## config.mk

```make
export PLATFORM = sky130hd
export DESIGN_NAME = fwperiph_dma_dbg_trace
export DESIGN_NICKNAME = d
export VERILOG_FILES = /design/src/rtl/fwperiph_dma_dbg_trace.sv
export SDC_FILE = /design/constraint.sdc
export NUM_CORES = 1
export LEC_CHECK = 0
export CORE_AREA = 2 2 255 508
export DETAILED_ROUTE_END_ITERATION = 6
export DIE_AREA = 0 0 257 510
export PLACE_DENSITY = 0.58
export SLEW_MARGIN = 15
export SYNTH_ARGS = -nofsm -noshare
export SYNTH_HDL_FRONTEND = slang
export SYNTH_SLANG_ARGS = --single-unit
```

## constraint.sdc

```tcl
create_clock -name clock -period 25.6 [get_ports clock]
set_input_delay 3.84 -clock clock [delete_from_list [all_inputs] [get_ports clock]]
set_output_delay 3.84 -clock clock [all_outputs]
set_load 0.02 [all_outputs]
```

## src/rtl/fwperiph_dma_dbg_trace.sv

```systemverilog
// Write-trace capture: filters debug writes by address, stores {adr, dat, ts}
// into a circular buffer and presents the oldest event first-word-fall-through.
module fwperiph_dma_dbg_trace #(
  parameter int          depth_log2 = 4,
  parameter int          ts_width   = 16,
  parameter logic [31:0] adr_base   = 32'h0000_0000,
  parameter logic [31:0] adr_mask   = 32'hFFFF_F000
) (
  input  logic                  clock,
  input  logic                  reset,
  input  logic [31:0]           adr,
  input  logic [31:0]           dat_w,
  input  logic [31:0]           we,
  input  logic                  enable,
  input  logic                  stop_on_full,
  input  logic                  clear,
  output logic                  ev_valid,
  input  logic                  ev_ready,
  output logic [31:0]           ev_adr,
  output logic [31:0]           ev_dat,
  output logic [ts_width-1:0]   ev_ts,
  output logic [depth_log2:0]   count,
  output logic                  full,
  output logic                  empty,
  output logic [15:0]           overflow_cnt,
  output logic                  stopped
);

  localparam int DEPTH = 1 << depth_log2;
  localparam logic [depth_log2:0] DEPTH_C = (depth_log2+1)'(DEPTH);

  typedef struct packed {
    logic [31:0]         adr;
    logic [31:0]         dat;
    logic [ts_width-1:0] ts;
  } ev_t;

  typedef enum logic {RUN, STOPPED} state_t;

  state_t                state_q, state_d;
  ev_t                   mem [DEPTH];
  logic [depth_log2-1:0] wr_ptr, rd_ptr;
  logic [ts_width-1:0]   ts_cnt;
  logic                  hit, pop, push, drop;

  assign full     = (count == DEPTH_C);
  assign empty    = (count == '0);
  assign ev_valid = !empty;
  assign stopped  = (state_q == STOPPED);

  assign hit  = enable && (we != '0) && ((adr & adr_mask) == (adr_base & adr_mask))
                && (state_q == RUN);
  assign pop  = ev_valid && ev_ready;
  // A pop in the same cycle frees the slot the push needs, so full only drops without one.
  assign push = hit && (!full || pop);
  assign drop = hit && full && !pop;

  assign ev_adr = mem[rd_ptr].adr;
  assign ev_dat = mem[rd_ptr].dat;
  assign ev_ts  = mem[rd_ptr].ts;

  // Next state: freeze on the first drop when stop_on_full is set; only clear/reset leave STOPPED.
  always_comb begin
    state_d = state_q;
    if (state_q == RUN && drop && stop_on_full) state_d = STOPPED;
  end

  // Control state: FSM, pointers, occupancy, overflow and timestamp counters.
  always_ff @(posedge clock) begin
    if (reset || clear) begin
      state_q      <= RUN;
      wr_ptr       <= '0;
      rd_ptr       <= '0;
      count        <= '0;
      overflow_cnt <= '0;
      ts_cnt       <= '0;
    end else begin
      state_q <= state_d;
      ts_cnt  <= ts_cnt + 1'b1;
      if (push) wr_ptr <= wr_ptr + 1'b1;
      if (pop)  rd_ptr <= rd_ptr + 1'b1;
      if (push && !pop)      count <= count + 1'b1;
      else if (pop && !push) count <= count - 1'b1;
      if (drop && overflow_cnt != 16'hFFFF) overflow_cnt <= overflow_cnt + 1'b1;
    end
  end

  // Event storage; no reset needed since ev_valid gates visibility.
  always_ff @(posedge clock) begin
    if (!reset && !clear && push) mem[wr_ptr] <= '{adr: adr, dat: dat_w, ts: ts_cnt};
  end

endmodule

```

==> results of run 1 <==
## per-stage QoR
| stage | util [%] | cell area [µm²] | std cells |
|---|---|---|---|
| after floorplan | - | 50400 | 2073 |
| after global placement | 43.0 | 54700 | 3911 |
| after detailed placement | 43.0 | 54700 | 3911 |
| after CTS | 45.9 | 58300 | 4121 |
| after global routing | 45.9 | 58400 | 4123 |
| final | 45.9 | 58400 | 4124 |
## report_power, final
group	switching, mW	internal [mW]
registers	0.000705	2.37
clock network	0.791	0.927
logic	0.0249	0.0143
## logic make-up after synthesis
| group | synth area share (%) |
|---|---|
| AND/OR/NAND/NOR | 1.57 |
| multiplexers | 18.0 |
| adder cells (fa/ha/maj) | 0.313 |
| AO/OA/AOI/OAI | 0.668 |
| XOR/XNOR | 0.365 |
| buffers and inverters | 0.881 |
| flip-flops | 78.2 |
## cells in the final DEF, fill, tap and decap left out, types with 12 or more instances in the layout
cell             instances
nand2_1                 21
a21oi_1                 19
clkinv_1                20
nand3_1                 16
nor4_1                  13
clkbuf_1                20
dfxtp_1                 46
edfxtp_1              1280
nor2_4                  12
clkdlybuf4s50_1        206
clkinv_2                25
mux4_2                 400
buf_4                   49
xor2_1                  12
nor2_1                  32
clkbuf_16              111
## worst max path at each step
| stage | to | slack [ns] | depth (start not counted) |
|---|---|---|---|
| 2_1_floorplan | mem[0][0]$_DFFE_PP_ | 14.38 | 5 |
| 3_3_place_gp | mem[1][26]$_DFFE_PP_ | 15.50 | 8 |
| 3_5_place_dp | mem[1][50]$_DFFE_PP_ | 15.40 | 8 |
| 4_1_cts | ev_adr[16] | 15.37 | 6 |
| 5_1_grt | ev_adr[16] | 15.09 | 6 |
| 6_report | ev_adr[16] | 15.74 | 6 |
## cell usage after synthesis, types with 11 or more instances
cell	instances	share of area, %
nor2_1	44	0.33
nor4_1	13	0.16
ha_1	11	0.27
a21oi_1	19	0.19
nand2_1	21	0.16
nand3_1	16	0.16
buf_2	31	0.31
edfxtp_1	1280	76
clkbuf_1	60	0.45
dfxtp_1	50	2.0
mux4_2	400	18
or3_1	11	0.14
xor2_1	12	0.21
## registers in the layout, summed over array words and instances (netlist names), named ones only
register,cells
ts_cnt,16
stopped,1
mem,1280
wr_ptr,4
overflow_cnt,16
rd_ptr,4
count,5
## worst register-to-register path: stages (launching register included)
cell and delay [ns]:
dfxtp_1 0.38, nor4_1 0.40, nand4_1 0.36, a2111oi_4 0.82, nand3_1 0.46, nor3_2 0.75
buf_4 0.77, buf_4 0.74
## layer usage
layer / up-vias / track usage [%]
li1: 9503 / -
met1: 12600 / 23.4
met2: 583 / 32.7
met3: 151 / 2.73
met4: 4 / 4.54
met5: - / 0
## cell type report
type                    count  area (µm²)
diodes                      2        5.00
clock buffers             134        2890
clock inverters            76         781
fillers                 10400       68700
inverters                   5        18.8
multi-input cells         637       10600
flip-flops and latches   1330       39500
well taps                1683        2110
repair buffers            257        2470
==> results.json, run 1 <==
{
  "crit_fanout": 47,
  "cpMostUsedCell": "buf_4",
  "setup-tns-final_ns": 0,
  "cpMaxStageDelayCell": "dfxtp_4",
  "status": "finished, final reports clean",
  "end_kind": "output port",
  "hp-class": "register to register",
  "synth_area_mm2": 0.0504,
  "nNetsFinal": 2456,
  "synth.net_count": 2187,
  "grt_max_degree": 77,
  "max_freq_mhz": 101,
  "yosysWarnings": 0,
  "start_util_pct": 39.7,
  "num_vias": 22800,
  "fin_ws_ns": 15.74,
  "dr.pass1.iters": 5,
  "drive_above_1_share_pct": 26.6,
  "preCtsSetupSlack_ns": 15.40,
  "dp_hpwl_um": 61500,
  "postSynth.asyncResetShare_pct": 0,
  "p_per_area_mw_per_mm2": 70.8,
  "max_stage_delay_ns": 0.96,
  "drtIter0Drc": 2024,
  "cts_inserted_buffers": 111,
  "r2r_cells": 7,
  "cts_root_buf": "clkbuf_16",
  "antenna_found_initial": 6,
  "hold_buffers": 0,
  "yosysSeqAreaShare_pct": 78.2,
  "drt_wl_total_um": 119000,
  "critPathTopFamily": "buffers and inverters",
  "post-route-period-util_pct": 38.5,
  "htreeDepth": 3,
  "ctsResizeCount": 0,
  "clock_latency_ns": 0.74,
  "max-slew-margin-rel_pct": 19.0,
  "min_period_ns": 9.86,
  "gr-total-overflow": 0,
  "clkSinkCount": 1330,
  "r2r_end": "mem[1][21]$_DFFE_PP_",
  "area_delta_synth_final_pct": 15.8,
  "fp.coreArea_mm2": 0.127,
  "syn_area_per_cell_um2": 24.3,
  "whs_ns": 0.502,
  "fin_skew_ns": 0.0241,
  "r2r_start": "stopped$_SDFFE_PP0P_",
  "startpoint_type": "register",
  "hp-start": "rd_ptr[1]$_SDFFE_PP0N_",
  "cp_data_required_time_ns": 21.76,
  "ant_nets": 0,
  "clockBufferDepth": 3,
  "drc_errors": 0,
  "critPathKind": "register to output port",
  "post_cts_buffers": 0,
  "wl_per_cell_um": 28.8,
  "first_global_vias": 24800,
  "maxSlewViolCount": 0,
  "synthFlopType": "edfxtp_1",
  "clkTransAtPathRegs_ns": 0.07,
  "hold_violations": 0,
  "grt_pass1_wl_um": 173000,
  "ys_ff_latch": 1330,
  "crit_chain": "buf_4 -> buf_4 -> buf_4 -> mux4_2 -> mux4_2 -> clkdlybuf4s50_1",
  "leakage_nw": 17.5,
  "cts_tree": "built",
  "die_x_um": 257,
  "cp.arrival_ns": 6.02,
  "synthesis.instances": 2073,
  "wl_met3_um": 4960,
  "synth_edf_count": 1280,
  "routed.top_layer": "met5",
  "port_buffers": 206,
  "gp_congestion": 0.748,
  "cap_violations": 0,
  "fp.dieH_um": 510,
  "synth_cell_types": 44,
  "rsz0062_at_grt": "false",
  "power.total_mw": 4.13,
  "dieArea_mm2": 0.131,
  "worst-r2r-setup-slack_ns": 20.51,
  "grt_use_total_pct": 18.3,
  "met2WireLength_um": 63200,
  "hold_path_depth": 2,
  "routed_via_density": 5.53,
  "io_pins": 207,
  "setup_viol": 0,
  "fp-row-count": 185,
  "tightest_slew_ns": 1.21,
  "ir_drop_uv": 46.8,
  "critPathBufInv": 4,
  "met1Wirelength_um": 48200
}
Note: power is estimated with default switching activity, not from simulation.
==> run 2, diff against run 1 <==
==> constraint.sdc (replaced) <==
create_clock -name clock -period 9.8 [get_ports clock]
set_input_delay 1.47 -clock clock [delete_from_list [all_inputs] [get_ports clock]]
set_output_delay 1.47 -clock clock [all_outputs]
set_load 0.02 [all_outputs]
==> results.json, run 2 (synthesized netlist as in run 1, its figures left out) <==
{
  "drtIter0Drc": 1787,
  "max-slew-margin-rel_pct": 21.2,
  "fin_ws_ns": 3.73,
  "start_util_pct": 39.7,
  "preCtsSetupSlack_ns": 2.84,
  "wl_per_cell_um": 28.6,
  "hold_buffers": 0,
  "dieArea_mm2": 0.131,
  "die_x_um": 257,
  "port_buffers": 206,
  "tightest_slew_ns": 1.18,
  "status": "finished, final reports clean",
  "critPathKind": "register to output port",
  "mostFrequentLayoutCells": "1,280 x edfxtp_1, 400 x mux4_2, 206 x clkdlybuf4s50_1",
  "r2r_cells": 6,
  "hold_path_depth": 2,
  "power.total_mw": 10.8,
  "top_regs": "mem: 1280 flops, overflow_cnt: 16 flops, ts_cnt: 16 flops",
  "io_pins": 207,
  "antenna_found_initial": 9,
  "area_delta_synth_final_pct": 15.8,
  "ant_nets": 0,
  "cts_root_buf": "clkbuf_16",
  "drc_errors": 0,
  "cts_tree": "built",
  "placed_area_mm2": 0.0547,
  "post_cts_buffers": 0,
  "crit_fanout": 70,
  "hold_violations": 0,
  "worst-r2r-setup-slack_ns": 5.20,
  "final_common_cell": "edfxtp_1",
  "min_period_ns": 6.07,
  "routed.top_layer": "met5",
  "clockBufferDepth": 3,
  "grt_max_degree": 123,
  "first_global_vias": 25100,
  "ctsResizeCount": 0,
  "clkTransAtPathRegs_ns": 0.07,
  "largest_reg_flops": 1280,
  "post-route-period-util_pct": 61.9,
  "top_register": "mem",
  "setup_viol": 0,
  "max_freq_mhz": 165,
  "num_vias": 22700,
  "rsz0062_at_grt": "false",
  "routed_via_density": 5.52,
  "final_area_mm2": 0.0584,
  "grt_pass1_wl_um": 173000,
  "cp.arrival_ns": 4.60,
  "hp-start": "rd_ptr[1]$_SDFFE_PP0N_",
  "dr.pass1.iters": 5,
  "fp.dieH_um": 510,
  "hp-class": "register to register",
  "place_inst": 3902,
  "gp_congestion": 0.770,
  "startpoint_type": "register",
  "fp.coreArea_mm2": 0.127,
  "r2r_start": "stopped$_SDFFE_PP0P_",
  "htreeDepth": 3,
  "met1Wirelength_um": 45900,
  "met2WireLength_um": 64500,
  "p_per_area_mw_per_mm2": 185,
  "cp_data_required_time_ns": 8.33,
  "cts_inserted_buffers": 113,
  "setup-tns-final_ns": 0,
  "fp-row-count": 185,
  "cap_violations": 0,
  "fin_skew_ns": 0.0293,
  "nNetsFinal": 2448,
  "maxSlewViolCount": 0,
  "drt_wl_total_um": 117000,
  "layout.cells.non_filler": 4108,
  "end_kind": "output port",
  "r2r_end": "mem[10][16]$_DFFE_PP_",
  "wl_met3_um": 4720,
  "ir_drop_uv": 155,
  "clock_latency_ns": 0.73,
  "drive_above_1_share_pct": 26.2,
  "grt_use_total_pct": 18.2,
  "gr-total-overflow": 0,
  "leakage_nw": 17.1,
  "dp_hpwl_um": 66000,
  "clkSinkCount": 1330
}
run 2: cell types whose count changed in the layout (fill, tap and decap cells not counted), moves of 2 or more:
cell,previous run,this run
buf_4,49,33
clkbuf_1,20,24
clkinvlp_4,6,8
buf_12,0,8
clkinv_1,20,12
clkbuf_16,111,114
clkinv_4,4,0
inv_6,3,1
run 2: power by group:
group	switching, mW	internal, mW	total, mW
Clock	2.02	2.48	4.49
Sequential	0.00194	6.20	6.21
Combinational	0.0699	0.0372	0.107
Total	2.09	8.72	10.8
run 2: layout make-up:
cell class              count  area, µm²
diodes                      2       5.00
clock buffers             141       2980
clock inverters            63        687
fillers                 10300      68700
inverters                   5       18.8
multi-input cells         637      10600
flip-flops and latches   1330      39500
well taps                1683       2110
repair buffers            247       2470
run 2: how the worst max path moves through the flow:
| stage | slack [ns] | cells after the start | to |
|---|---|---|---|
| after global placement | 2.95 | 7 | mem[10][16]$_DFFE_PP_ |
| after detailed placement | 2.84 | 7 | mem[10][17]$_DFFE_PP_ |
| after floorplan | 0.95 | 5 | mem[0][0]$_DFFE_PP_ |
| final | 3.73 | 4 | ev_dat[15] |
| after CTS | 3.62 | 4 | ev_dat[15] |
| after global routing | 3.43 | 7 | mem[10][23]$_DFFE_PP_ |
run 2: per-layer routing:
metal / vias to the layer above / track usage (%)
met3: 136 / 2.43
met2: 573 / 33.6
li1: 9474 / -
met4: 2 / 4.64
met1: 12500 / 22.4
met5: - / 0
run 2: critical path, stage by stage (launching register included):
cell,delay [ns]
dfxtp_4,1.06
buf_4,0.97
mux4_2,0.43
mux4_2,0.61
clkdlybuf4s50_1,0.59
run 2: per-stage QoR:
step	utilization (%)	hold WS, ns
final	45.9	0.493
after global routing	45.9	0.518
after CTS	45.9	0.494
after detailed placement	43.0	0.484
after global placement	43.0	0.480
after floorplan	-	0.468
